<file path="src/rtl/mem_port_arbiter.sv">
// mem_port_arbiter: shares one variable-latency memory port between instruction fetch and data accesses
// Ports: clock, reset (synchronous, active-high)
//   i_req/i_addr -> i_valid/i_data/i_stall : fetch request and one-cycle completion pulse
//   d_req/d_we/d_addr/d_wdata/d_byte/d_half_word/d_sign_extend -> d_valid/d_rdata/d_stall : data access
//   mem_req/mem_addr/mem_wdata/mem_we/mem_byte/mem_half_word/mem_sign_extend : latched transaction to memory
//   mem_rdata/mem_ready : memory response; mem_ready completes the transaction in the cycle it is high
// Build option: define ARB_TIMEOUT_EN to abort after TIMEOUT unanswered mem_req cycles (sticky mem_err output)
module mem_port_arbiter #(
    parameter int STARVE_LIMIT = 4
`ifdef ARB_TIMEOUT_EN
    ,
    parameter int TIMEOUT = 16
`endif
) (
    input  logic        clock,
    input  logic        reset,
    input  logic        i_req,
    input  logic [31:0] i_addr,
    output logic        i_valid,
    output logic [31:0] i_data,
    output logic        i_stall,
    input  logic        d_req,
    input  logic        d_we,
    input  logic [31:0] d_addr,
    input  logic [31:0] d_wdata,
    input  logic        d_byte,
    input  logic        d_half_word,
    input  logic        d_sign_extend,
    output logic        d_valid,
    output logic [31:0] d_rdata,
    output logic        d_stall,
    output logic        mem_req,
    output logic [31:0] mem_addr,
    output logic [31:0] mem_wdata,
    output logic        mem_we,
    output logic        mem_byte,
    output logic        mem_half_word,
    output logic        mem_sign_extend,
    input  logic [31:0] mem_rdata,
`ifdef ARB_TIMEOUT_EN
    output logic        mem_err,
`endif
    input  logic        mem_ready
);
    typedef enum logic [1:0] {IDLE, BUSY_I, BUSY_D} state_t;
    localparam int SW = $clog2(STARVE_LIMIT + 1);
    localparam logic [SW-1:0] LIMIT = SW'(STARVE_LIMIT);
    state_t        state_q, state_d;
    logic [SW-1:0] starve_q, starve_d;
    logic          mem_req_q, mem_req_d;
    logic          mem_we_q, mem_we_d;
    logic          mem_byte_q, mem_byte_d;
    logic          mem_half_word_q, mem_half_word_d;
    logic          mem_sign_extend_q, mem_sign_extend_d;
    logic [31:0]   mem_addr_q, mem_addr_d;
    logic [31:0]   mem_wdata_q, mem_wdata_d;
    logic          i_valid_q, i_valid_d;
    logic          d_valid_q, d_valid_d;
    logic [31:0]   i_data_q, i_data_d;
    logic [31:0]   d_rdata_q, d_rdata_d;
    logic          idle, done, abort, fin, take_d, take_i;
    assign idle = state_q == IDLE;
    assign done = ~idle & mem_ready;
`ifdef ARB_TIMEOUT_EN
    localparam int TW = $clog2(TIMEOUT + 1);
    localparam logic [TW-1:0] TMO_LAST = TW'(TIMEOUT - 1);
    logic [TW-1:0] tmo_q, tmo_d;
    logic          mem_err_q, mem_err_d;
    // tmo_q counts completed mem_req cycles; the abort fires on the last allowed one
    assign abort     = ~idle & ~mem_ready & (tmo_q == TMO_LAST);
    assign tmo_d     = idle ? '0 : tmo_q + 1'b1;
    assign mem_err_d = mem_err_q | abort;
    assign mem_err   = mem_err_q;
    always_ff @(posedge clock) begin
        if (reset) begin
            tmo_q     <= '0;
            mem_err_q <= 1'b0;
        end else begin
            tmo_q     <= tmo_d;
            mem_err_q <= mem_err_d;
        end
    end
`else
    assign abort = 1'b0;
`endif
    always_comb begin
        fin               = done | abort;
        // data wins unless fetch has already waited through STARVE_LIMIT data grants
        take_d            = idle & d_req & ~(i_req & (starve_q == LIMIT));
        take_i            = idle & i_req & ~take_d;
        state_d           = take_d ? BUSY_D : take_i ? BUSY_I : fin ? IDLE : state_q;
        starve_d          = take_d & i_req ? (starve_q == LIMIT ? starve_q : starve_q + 1'b1)
                          : take_d | take_i ? '0 : starve_q;
        mem_req_d         = take_d | take_i | (mem_req_q & ~fin);
        mem_addr_d        = take_d ? d_addr : take_i ? i_addr : mem_addr_q;
        mem_wdata_d       = take_d ? d_wdata : take_i ? '0 : mem_wdata_q;
        mem_we_d          = take_d ? d_we : take_i ? 1'b0 : mem_we_q;
        mem_byte_d        = take_d ? d_byte : take_i ? 1'b0 : mem_byte_q;
        mem_half_word_d   = take_d ? d_half_word : take_i ? 1'b0 : mem_half_word_q;
        mem_sign_extend_d = take_d ? d_sign_extend : take_i ? 1'b0 : mem_sign_extend_q;
        i_valid_d         = (state_q == BUSY_I) & fin;
        d_valid_d         = (state_q == BUSY_D) & fin;
        i_data_d          = ~i_valid_d ? i_data_q : done ? mem_rdata : 32'hDEADBEEF;
        // stores complete without touching the load data register
        d_rdata_d         = ~d_valid_d | mem_we_q ? d_rdata_q : done ? mem_rdata : 32'hDEADBEEF;
    end
    always_ff @(posedge clock) begin
        if (reset) begin
            state_q           <= IDLE;
            starve_q          <= '0;
            mem_req_q         <= 1'b0;
            mem_addr_q        <= '0;
            mem_wdata_q       <= '0;
            mem_we_q          <= 1'b0;
            mem_byte_q        <= 1'b0;
            mem_half_word_q   <= 1'b0;
            mem_sign_extend_q <= 1'b0;
            i_valid_q         <= 1'b0;
            d_valid_q         <= 1'b0;
            i_data_q          <= '0;
            d_rdata_q         <= '0;
        end else begin
            state_q           <= state_d;
            starve_q          <= starve_d;
            mem_req_q         <= mem_req_d;
            mem_addr_q        <= mem_addr_d;
            mem_wdata_q       <= mem_wdata_d;
            mem_we_q          <= mem_we_d;
            mem_byte_q        <= mem_byte_d;
            mem_half_word_q   <= mem_half_word_d;
            mem_sign_extend_q <= mem_sign_extend_d;
            i_valid_q         <= i_valid_d;
            d_valid_q         <= d_valid_d;
            i_data_q          <= i_data_d;
            d_rdata_q         <= d_rdata_d;
        end
    end
    assign mem_req         = mem_req_q;
    assign mem_addr        = mem_addr_q;
    assign mem_wdata       = mem_wdata_q;
    assign mem_we          = mem_we_q;
    assign mem_byte        = mem_byte_q;
    assign mem_half_word   = mem_half_word_q;
    assign mem_sign_extend = mem_sign_extend_q;
    assign i_valid         = i_valid_q;
    assign d_valid         = d_valid_q;
    assign i_data          = i_data_q;
    assign d_rdata         = d_rdata_q;
    assign i_stall         = i_req & ~i_valid_q;
    assign d_stall         = d_req & ~d_valid_q;
endmodule

</file>
<file path="config.mk">
export PLATFORM = sky130hd
export DESIGN_NAME = mem_port_arbiter
export DESIGN_NICKNAME = d
export VERILOG_FILES = /design/src/rtl/mem_port_arbiter.sv
export SDC_FILE = /design/constraint.sdc
export NUM_CORES = 1
export LEC_CHECK = 0
export BUFFER_PORTS_ARGS = -buffer_cell sky130_fd_sc_hd__buf_2
export CAP_MARGIN = 40
export CORE_MARGIN = 4
export CORE_UTILIZATION = 46
export DETAILED_ROUTE_END_ITERATION = 12
export PLACE_DENSITY = 0.79
export SYNTH_ARGS = -nofsm -noshare
export SYNTH_HDL_FRONTEND = slang
export SYNTH_SLANG_ARGS = --single-unit
</file>
<file path="constraint.sdc">
create_clock -name clock -period 2 [get_ports clock]
set_input_delay 0.2 -clock clock [delete_from_list [all_inputs] [get_ports clock]]
set_output_delay 0.2 -clock clock [all_outputs]
set_load 0.005 [all_outputs]
</file>
==> impl_results.rst <==
.. list-table::
   :header-rows: 1

   * - Metric
     - Value
   * - Outcome
     - completed
   * - Antenna Diode Count
     - 0
   * - Die area
     - 13900 µm²
   * - Min Tclk post-route
     - between 1.5 and 2 ns
   * - Max Root-Sink Buffers
     - 2
   * - Leak
     - 3.34 nW
   * - Total number of H-tree levels
     - 4
   * - Sort of element at the start of the critical path
     - flip-flop
   * - Part of the Yosys area used for sequential elements
     - about half
   * - Clock tree from TritonCTS
     - done
   * - Number of pins with negative max-slew slack in the final report
     - 0
   * - Most common cell after layout, fill and taps aside
     - sky130_fd_sc_hd__buf_2
   * - Top-level I/O count
     - 274
   * - Area grow syn2layout
     - 36.6%
   * - Global-route wire length before repair
     - 28400 µm
   * - Worst-Margin Slew
     - between 0.6 and 0.7 ns
   * - Number of enable flip-flop cells after synthesis
     - 0
   * - Initial detailed-routing violation count
     - a little over 700
   * - Remaining routing DRC violations
     - 0
   * - Total standard cell area after synthesis
     - between 5000 and 6000 µm²
   * - Post-layout utilization of the core
     - roughly two thirds
   * - DP Area
     - a little under 7000 µm²
   * - Resized cells post-CTS
     - 0
   * - Via-per-instance ratio
     - roughly 5.5
   * - Peak VDD IR
     - about 600 µV
   * - Final Routed Wirelength
     - 17700 µm
   * - Vias after detailed routing
     - just under 6000
   * - Post-layout worst setup margin
     - 0.407 ns
   * - GRT Resource Usage Total
     - about a quarter
   * - Cells after synthesis
     - a little under 700
   * - Via count of the first global-routing pass
     - ~5600
   * - Pin count of the biggest net entering global routing
     - 75
   * - Total clock buffers created by CTS
     - 17
   * - Max Clock Skew
     - roughly 0.0058 ns
   * - Final hold slack
     - ~0.032 ns
   * - Worst-skew pair later-pin latency
     - around 0.41 ns
   * - Count of antenna-violating nets left after detailed routing
     - 0
   * - Effective utilization at floorplan
     - between 40% and 50%
   * - Placer's final routability congestion estimate
     - 0.779
   * - Count of synthesis-stage warnings from yosys
     - 0
   * - Area of the core region
     - between 10000 and 15000 µm²
   * - Avg Synthesized Cell Area
     - around 8 µm²
   * - Library cell used as clock root buffer
     - sky130_fd_sc_hd__clkbuf_16
   * - Post-synth top flop
     - sky130_fd_sc_hd__dfxtp_1
   * - Clk sink count
     - 140
   * - Worst Setup Path Type
     - reg2reg
   * - Remaining global-route overflow
     - 0
   * - Placement-stage worst setup slack
     - around 0.44 ns
   * - Clock edge transition at the registers on the reported setup and hold paths
     - 0.06 ns
   * - Syn_nets
     - 824
   * - Worst Path Required
     - ~2.3 ns
   * - Ys async rst share
     - 0%
   * - Unrepaired setup endpoints after global routing
     - false
   * - Number of antenna violations at the first check in global routing
     - 0
   * - Number of max-capacitance violations reported
     - 0
   * - Hold-fix buffers at CTS
     - 0
   * - Layout cell share with drive strength beyond 1
     - between 30% and 40%
   * - Average routed wire per standard cell
     - about 16 µm
   * - Final worst-path cycle share
     - about four fifths
   * - Hold Violations, Final
     - 0
   * - TNS Setup
     - 0 ns
   * - Final net count
     - 1057
   * - Endpoint kind of the worst setup timing path
     - flip-flop
   * - Estimated wirelength of the detail-placed design
     - about 12000 µm
   * - Type of the most critical hold path
     - in2reg
   * - Fillcell total
     - a little over 1000
   * - Setup violators final
     - 0
   * - Floorplan die height
     - between 100 and 150 µm
   * - Number of buffers inserted by post-CTS setup repair
     - 0
   * - Number of placement rows
     - 39
   * - Overall die width
     - roughly 120 µm
   * - Power density over cell area
     - 981 nW/µm²
   * - Pre-Repair DR Iteration Count
     - 5
   * - Design area
     - between 7000 and 8000 µm²
   * - Number of I/O port buffers
     - 273
   * - Data arrival time at the worst-slack endpoint
     - ~1.9 ns
   * - Most frequent cells in the layout
     - sky130_fd_sc_hd__buf_2, sky130_fd_sc_hd__dfxtp_1, sky130_fd_sc_hd__a21oi_1
   * - #FFs+latches synth
     - between 100 and 150
   * - Highest clock frequency the design can meet
     - between 600 and 700 MHz
   * - Max FO, Critical Path
     - 32
   * - Remaining max-slew budget at the tightest pin
     - 55.8%
   * - Unique masters post-synth
     - 32
-- critical path: stages, from the launching register on --
cell                       delay, ns
sky130_fd_sc_hd__dfxtp_1        0.32
sky130_fd_sc_hd__inv_1          0.08
sky130_fd_sc_hd__ha_1           0.19
sky130_fd_sc_hd__and3_1         0.16
sky130_fd_sc_hd__buf_4          0.29
sky130_fd_sc_hd__o21ai_0        0.16
sky130_fd_sc_hd__a311oi_1       0.29
-- layer usage --
layer | wire [µm] | GRT usage (%) | share of wire, % | vias to the layer above
met3 | 1300 | 6.39 | 7.3 | 36
met4 | 484 | 11.5 | 2.7 | 0
met1 | 6910 | 30.5 | 39 | 2714
met5 | 0 | 0 | 0 | -
li1 | - | - | - | 2880
met2 | 8970 | 40.3 | 51 | 265
-- registers in the layout, indices dropped and copies added (netlist names) --
name	cells
mem_sign_extend	1
mem_half_word	1
i_data	32
d_valid	1
starve_q	3
mem_byte	1
mem_req	1
i_valid	1
mem_addr	32
d_rdata	32
mem_wdata	32
state_q	2
mem_we	1
-- Yosys cell counts (3+ instances only) --
cell                         n  area (µm²)
sky130_fd_sc_hd__nor2b_1     5        31.3
sky130_fd_sc_hd__clkbuf_2    3        15.0
sky130_fd_sc_hd__buf_6       3        33.8
sky130_fd_sc_hd__dfxtp_1   140        2800
sky130_fd_sc_hd__nand2_1   121         454
sky130_fd_sc_hd__buf_2      31         155
sky130_fd_sc_hd__o21ai_0    63         315
sky130_fd_sc_hd__buf_4       3        22.5
sky130_fd_sc_hd__nand3_1    78         390
sky130_fd_sc_hd__clkbuf_1   34         128
sky130_fd_sc_hd__nor2_1      4        15.0
sky130_fd_sc_hd__a311oi_1   32         280
sky130_fd_sc_hd__o21ai_1     7        35.0
sky130_fd_sc_hd__a21oi_1   137         686
-- stage by stage --
stage	std cells	power, W
6_report	1074	0.00744
4_1_cts	1074	0.00748
3_5_place_dp	1042	0.00407
3_3_place_gp	1042	0.00405
5_1_grt	1074	0.00773
2_1_floorplan	685	0.00363
-- layout make-up --
| type | instances | area (µm²) | area share [%] |
|---|---|---|---|
| Sequential cell | 140 | 2800 | 37.0 |
| Clock buffer | 17 | 425 | 5.61 |
| Timing Repair Buffer | 288 | 1530 | 20.2 |
| Tap cell | 143 | 179 | 2.36 |
| Multi-Input combinational cell | 469 | 2420 | 31.9 |
| Inverter | 2 | 7.51 | 0.0990 |
| Clock inverter | 15 | 221 | 2.92 |
-- power by group --
part | internal [W] | leakage (nW) | switching (W) | total [W]
Sequential | 0.00296 | 1.14 | 0.0000916 | 0.00305
Combinational | 0.000416 | 1.89 | 0.000542 | 0.000958
Clock | 0.00221 | 0.305 | 0.00121 | 0.00343
Total | 0.00559 | 3.34 | 0.00185 | 0.00744
-- path summary, 6_finish.rpt --
| check | from | to | slack [ns] | cells past startpoint |
|---|---|---|---|---|
| setup reg to reg | starve_q[0] | mem_addr[9] | 0.41 | 6 |
| setup / recovery | starve_q[0] | mem_addr[9] | 0.41 | 6 |
| hold reg to reg | d_rdata[22] | d_rdata[22] | 0.45 | 2 |
| hold / removal | mem_rdata[18] | i_data[18] | 0.03 | 3 |
-- kinds of logic (layout without fill, tap and decap cells) --
family / count (synthesis) / after routing / synth area share, %
and+or+nand+nor: 223 / 223 / 18.2
DFF: 140 / 140 / 50.5
AOI/OAI and AO/OA: 244 / 244 / 24.3
buffers and inverters: 76 / 322 / 6.51
adders and majority gates: 2 / 2 / 0.451
(Power assumes the default switching activity.)
